[config.mk]
export PLATFORM = sky130hd
export DESIGN_NAME = serial_shifter
export DESIGN_NICKNAME = d
export VERILOG_FILES = /design/src/rtl/serial_shifter.sv
export SDC_FILE = /design/constraint.sdc
export NUM_CORES = 1
export LEC_CHECK = 0
export ABC_AREA = 1
export ABC_CLOCK_PERIOD_IN_PS = 1800
export BUFFER_PORTS_ARGS = -buffer_cell sky130_fd_sc_hd__buf_4
export CAP_MARGIN = 20
export CORE_MARGIN = 4
export CORE_UTILIZATION = 50
export CTS_BUF_LIST = sky130_fd_sc_hd__clkbuf_4 sky130_fd_sc_hd__clkbuf_8
export DETAILED_ROUTE_END_ITERATION = 6
export PLACE_DENSITY = 0.81
export SLEW_MARGIN = 20
export SYNTH_ARGS = -nofsm -noshare
export SYNTH_HDL_FRONTEND = slang
export SYNTH_SLANG_ARGS = --single-unit
[constraint.sdc]
create_clock -name clk_in -period 1.8 [get_ports clk_in]
set_clock_uncertainty 0.2 [all_clocks]
set_input_delay 0.09 -clock clk_in [delete_from_list [all_inputs] [get_ports clk_in]]
set_output_delay 0.09 -clock clk_in [all_outputs]
set_load 0.02 [all_outputs]
[src/rtl/serial_shifter.sv]
// Area-lean shifter/rotator: one single-bit shift per clock, result and flags
// returned over a valid/ready handshake.
module serial_shifter #(
    parameter int D_SIZE = 4
) (
    input  logic                       clk_in,
    input  logic                       rst_in,
    input  logic [D_SIZE-1:0]          x_in,
    input  logic [$clog2(D_SIZE)-1:0]  s_in,
    input  logic [2:0]                 op_in,
    input  logic                       valid_in,
    output logic                       ready_out,
    output logic [D_SIZE-1:0]          y_out,
    output logic                       zf_out,
    output logic                       vf_out,
    output logic                       valid_out,
    input  logic                       ready_in
);
    localparam int CW = $clog2(D_SIZE);
    localparam logic [CW-1:0] CNT_ONE = 1;

    typedef enum logic [1:0] {IDLE, SHIFT, DONE} state_t;

    state_t            state, state_nxt;
    logic [D_SIZE-1:0] work, step;
    logic [2:0]        op_q;
    logic [CW-1:0]     cnt;
    logic              vf_q, vf_step;

    // One-bit move of the work register for the latched op
    always_comb begin
        step = work;
        casez (op_q)
            3'b000:  step = {1'b0, work[D_SIZE-1:1]};
            3'b001:  step = {work[D_SIZE-1], work[D_SIZE-1:1]};
            3'b01?:  step = {work[0], work[D_SIZE-1:1]};
            3'b100:  step = {work[D_SIZE-2:0], 1'b0};
            3'b101:  step = {work[D_SIZE-2:0], work[0]};
            default: step = {work[D_SIZE-2:0], work[D_SIZE-1]};
        endcase
    end

    // Left shifts overflow when the MSB flips on this step
    assign vf_step = vf_q | ((op_q[2:1] == 2'b10) & (work[D_SIZE-1] ^ work[D_SIZE-2]));

    always_ff @(posedge clk_in) begin
        if (rst_in) state <= IDLE;
        else        state <= state_nxt;
    end

    always_comb begin
        state_nxt = state;
        case (state)
            IDLE:    if (valid_in) state_nxt = (s_in != '0) ? SHIFT : DONE;
            SHIFT:   if (cnt == CNT_ONE) state_nxt = DONE;
            DONE:    if (ready_in) state_nxt = IDLE;
            default: state_nxt = IDLE;
        endcase
    end

    always_comb begin
        ready_out = (state == IDLE);
        valid_out = (state == DONE);
    end

    // Result registers load only on the edge that enters DONE
    always_ff @(posedge clk_in) begin
        if (rst_in) begin
            work   <= '0;
            op_q   <= '0;
            cnt    <= '0;
            vf_q   <= 1'b0;
            y_out  <= '0;
            zf_out <= 1'b0;
            vf_out <= 1'b0;
        end else begin
            case (state)
                IDLE: begin
                    vf_q <= 1'b0;
                    if (valid_in) begin
                        work <= x_in;
                        op_q <= op_in;
                        cnt  <= s_in;
                        if (s_in == '0) begin
                            y_out  <= x_in;
                            zf_out <= (x_in == '0);
                            vf_out <= 1'b0;
                        end
                    end
                end
                SHIFT: begin
                    work <= step;
                    cnt  <= cnt - CNT_ONE;
                    vf_q <= vf_step;
                    if (cnt == CNT_ONE) begin
                        y_out  <= step;
                        zf_out <= (step == '0);
                        vf_out <= vf_step;
                    end
                end
                default: ;
            endcase
        end
    end
endmodule

Word level (Yosys, flattened, before mapping)

Index checks and enable logic that the tools add are counted.

Register bits: 18
Input port bits: 13
Word-level logic and storage cells: 58

$add $sub $neg: 1
Equal/unequal tests: 12
Multiplexer cells: 23
Bitwise logic cells: 3
Reductions and logical operators: 11

Operators with widths:

| kind                  | count |
|---|---|
| $pmux W4 S5           | 1 |
| $mux W4               | 4 |
| $pmux W4 S2           | 2 |
| $mux W2               | 5 |
| $logic_not A4 Y1      | 2 |
| $eq A2 B1 Y1 const B  | 3 |
| $eq A3 B3 Y1 const B  | 2 |
| $mux W1               | 6 |
| $pmux W1 S2           | 3 |
| $pmux W2 S3           | 1 |
| $eq A2 B2 Y1 const B  | 2 |
| $logic_not A2 Y1      | 2 |
| $ne A2 B1 Y1 const B  | 2 |
| $ne A2 B2 Y1 const B  | 2 |
| $pmux W2 S2           | 1 |
| $reduce_and A2 Y1     | 2 |
| $reduce_and A4 Y1     | 1 |
| $reduce_bool A2 Y1    | 2 |
| $eq A3 B1 Y1 const B  | 1 |
| $logic_not A3 Y1      | 1 |
| $reduce_and A3 Y1     | 1 |
| $sub A2 B1 Y2 const B | 1 |
| $and A1 B1 Y1         | 1 |
| $or A1 B1 Y1          | 1 |
| $xor A1 B1 Y1         | 1 |

Longest topological paths before layout

Depth in word-level cells: 5
Depth in mapped cells: 9
Depth with buffers taken out: 9

Worst setup path after synthesis

OpenSTA, ideal clock, no wires.

Path type: register to register
Start: register state[0]
End: register work[1]
Library setup time: 0.113 ns
Data arrival time: 1.187 ns
Slack: 0.300 ns
Stages on the path, launching flop included: 8
Buffers on the path: 0
Clock period less this slack: 1.500 ns
Cell sequence: dfxtp_1 > nor2_2 > nand2_4 > nand2_4 > inv_4 > o21a_1 > o21ai_1 > inv_1

Longest elaborated chain between the ends: 3
Elaborated cells between the ends (all ways): 6

RTL lines:

| what                                                                       | line | text |
|---|---|---|
| from (decl)                                                                | 24   | `state_t state, state_nxt;` |
| from (signal assigned)                                                     | 48   | `else state <= state_nxt;` |
| $logic_not A2 Y1 (*)                                                       | -    |  |
| via ready_out                                                              | 12   | `output logic ready_out,` |
| $ne A2 B2 Y1 (no source line) / $reduce_bool A2 Y1 (equally long branches) | -    |  |
| $reduce_and A2 Y1 (no source line)                                         | -    |  |
| to (signal assigned)                                                       | 81   | `work <= x_in;` |
| to (signal assigned)                                                       | 92   | `work <= step;` |
| to (decl)                                                                  | 25   | `logic [D_SIZE-1:0] work, step;` |

Mark *: on every way through the listed nets, which the timed path passes. The rest lies on a longest branch.
A chain may end at the register's enable or synchronous reset.

Final worst setup path

Start: register state[0]
End: register y_out[2]

Longest elaborated chain between the ends: 3
Elaborated cells between the ends (all ways): 8

RTL lines:

| what                                                    | line | text |
|---|---|---|
| $eq A2 B1 Y1 / $logic_not A2 Y1 (equally long branches) | 77   | `case (state)` |
| $ne A2 B2 Y1 (no source line) (tied with other cells)   | -    |  |
| $reduce_and A4 Y1 (no source line)                      | -    |  |
| to (signal assigned)                                    | 85   | `y_out <= x_in;` |
| to (signal assigned)                                    | 96   | `y_out <= step;` |
| to (decl)                                               | 13   | `output logic [D_SIZE-1:0] y_out,` |

Several ways; a longest one is shown, not always the timed one.

==> results.toml <==
[setup_path]
endpoint_kind = "flop"
path_cells = "inv_1 > nor2_2 > nand3_1 > o21ai_1 > nand2_1 > nand2_1 > nor2_1"
reg2reg_from = "state[0]"
cp_slowest_cell = "dfxtp_1"
max_stage_delay_ns = 0.47
crit_path_frequent_cell = "nand2_1"
crit_path_start = "state[0]"
cp-start-kind = "flop"
cp_top_family = "simple AND/OR/NAND/NOR gates"
crit_fanout = 7
cp_data_required_time_ns = 1.81
worstSetupPathType = "flop to flop"
critical_path_buf_inv_count = 1
worstPathArrival_ns = 1.54
r2r_slack_ns = 0.27

[yosys]
syn_area_um2 = 968
ys_seq_area_frac = 0.372
synth_nets = 156
yosysTopAreaCell = "dfxtp_1"
synthCells = 142
synth_top_cell_area_share = 0.372
yosys-top-cells-area = "dfxtp_1, nand2_1, inv_1"
yosys_warnings = 0
synth-seq-cells = 18
synth.avg_cell_area_um2 = 6.82
synth_cell_types = 24

[power]
power.leakage_uw = 0.000610
ir_drop_uv = 780
p_per_area_mw_per_mm2 = 1050

[routing]
vias = 1001
drt-pass1-iter-count = 4
routed_via_density = 4.98
antenna_left = 0
post-route-drc-count = 0
wl_per_cell_um = 11.3
wl_um = 2280
drtIter0Drc = 33

[global_route]
grt_max_degree = 12
grt_use_total = 0.194
antenna_found_initial = 0
grtUsageMet3 = 0.0630
busiest_layer = "met2"
grt_first_pass_wirelength_um = 3800
met1_usage = 0.216
use_met2 = 0.333
grt_pass1_vias = 883
grt_overflow = 0

[layout]
diodes = 0
layout_commonest_cell = "nand2_1"
num-nets-final = 191
fillers = 151
drive_above_1_share = 0.227
syn2layout_area_growth_pct = 33.7
mostFrequentLayoutCells = "nand2_1, buf_4, dfxtp_1, inv_1, nor2_1"

[sta]
grt_setup_unrepaired = "no"
finalSetupViolCount = 0
tns_ns = 0
finalMaxSlewViolations = 0
layout_setup_ws_ns = 0.273
worst_slew_pin_slew_ns = 0.325
slew_headroom = 0.781
fmax_mhz = 655
hold_viol_final = 0
holdWs_ns = 0.260
fin_crit_ns = 1.53
finalCritPeriodShare = 0.848

[die]
ios = 21
rows = 15
core_mm2 = 0.00178
design.die.area_mm2 = 0.00271
die_x_um = 52.0
start_util = 0.543
die_h_um = 52.0

[place]
hpwl_um = 1610
portBuffers = 20
place.gp.congestion = 0.847
dp_worst_setup_slack_ns = 0.312

[status]
status = "finished, final reports clean"

[clocking]
clkSinkCount = 18
cts.clk_slew.worst_paths_ns = 0.11
cts_tree = "yes"
htree_levels = 1
ctsRootBufferMaster = "clkbuf_4"
cts_buffers = 3
cts_buffer_depth = 2
clk_latency_ns = 0.30

[min_path]
hp-class = "flop to flop"
worst_hold_startpoint = "vf_q"

[job]
max-cap-violations = 0
[path summary, 6_finish.rpt]
| check | end | cells after the start |
|---|---|---|
| setup / recovery | y_out[2] | 7 |
| hold / removal | vf_q | 2 |
| setup reg to reg | y_out[2] | 7 |
| hold reg to reg | vf_q | 2 |
[synth_stat cells, drive strengths merged]
master   n
o211ai   1
nand4    1
dfxtp   18
nand3    8
a31oi    1
buf      1
o21a     1
nor3     1
a21oi   15
o21ai   13
nor2    19
inv     20
nand3b   1
ha       1
clkbuf   2
nand2   39
[registers in the layout, summed over array words and instances, names as in the netlist]
register and count:
op_q 3, y_out 4, state 2, zf_out 1, vf_out 1, work 4
cnt 2, vf_q 1
[area by class of cell]
cell class | count | area, um2 | area share
multi-input combinational | 101 | 512 | 0.395
timing repair buffer | 33 | 278 | 0.214
sequential | 18 | 360 | 0.278
inverter | 20 | 77.6 | 0.0599
clock buffer | 4 | 36.3 | 0.0280
tap | 25 | 31.3 | 0.0242
[logic make-up after synthesis]
logic type                 share of synthesized area
and+or+nand+nor                                0.333
AOI/OAI and AO/OA                              0.182
buffers and inverters                         0.0995
DFF                                            0.372
adders and majority gates                     0.0129
[stage by stage]
stage | util | instances | area [um2] | power (uW)
floorplan | - | 142 | 968 | 938
global placement | 0.639 | 185 | 1140 | 1070
finish | 0.726 | 201 | 1290 | 1360
CTS | 0.726 | 201 | 1290 | 1360
global route | 0.726 | 201 | 1290 | 1460
detailed placement | 0.639 | 185 | 1140 | 1090
[power breakdown]
| group | internal, uW | switching (uW) |
|---|---|---|
| registers | 475 | 68.3 |
| clock network | 124 | 129 |
| logic | 221 | 338 |
| total | 820 | 535 |
[worst reg2reg max path, stage by stage (launching register included)]
cell     delay, ns
dfxtp_1       0.47
inv_1         0.08
nor2_2        0.23
nand3_1       0.14
o21ai_1       0.14
nand2_1       0.08
nand2_1       0.07
nor2_1        0.04
[metal layers]
metal  wire length [um]  part of all wire  up-vias
met5                  0                 0        -
met4                 40             0.018        0
met3                108             0.047        4
met2               1180              0.52       29
met1                947              0.42      447
li1                   -                 -      521
[repair_timing]
action,4_1_cts,5_1_grt
hold buffers,12,0
gates resized for setup,0,0
buffers inserted,0,0
endpoints found under the hold margin,18,0
Power figures use the tool's default switching activity.
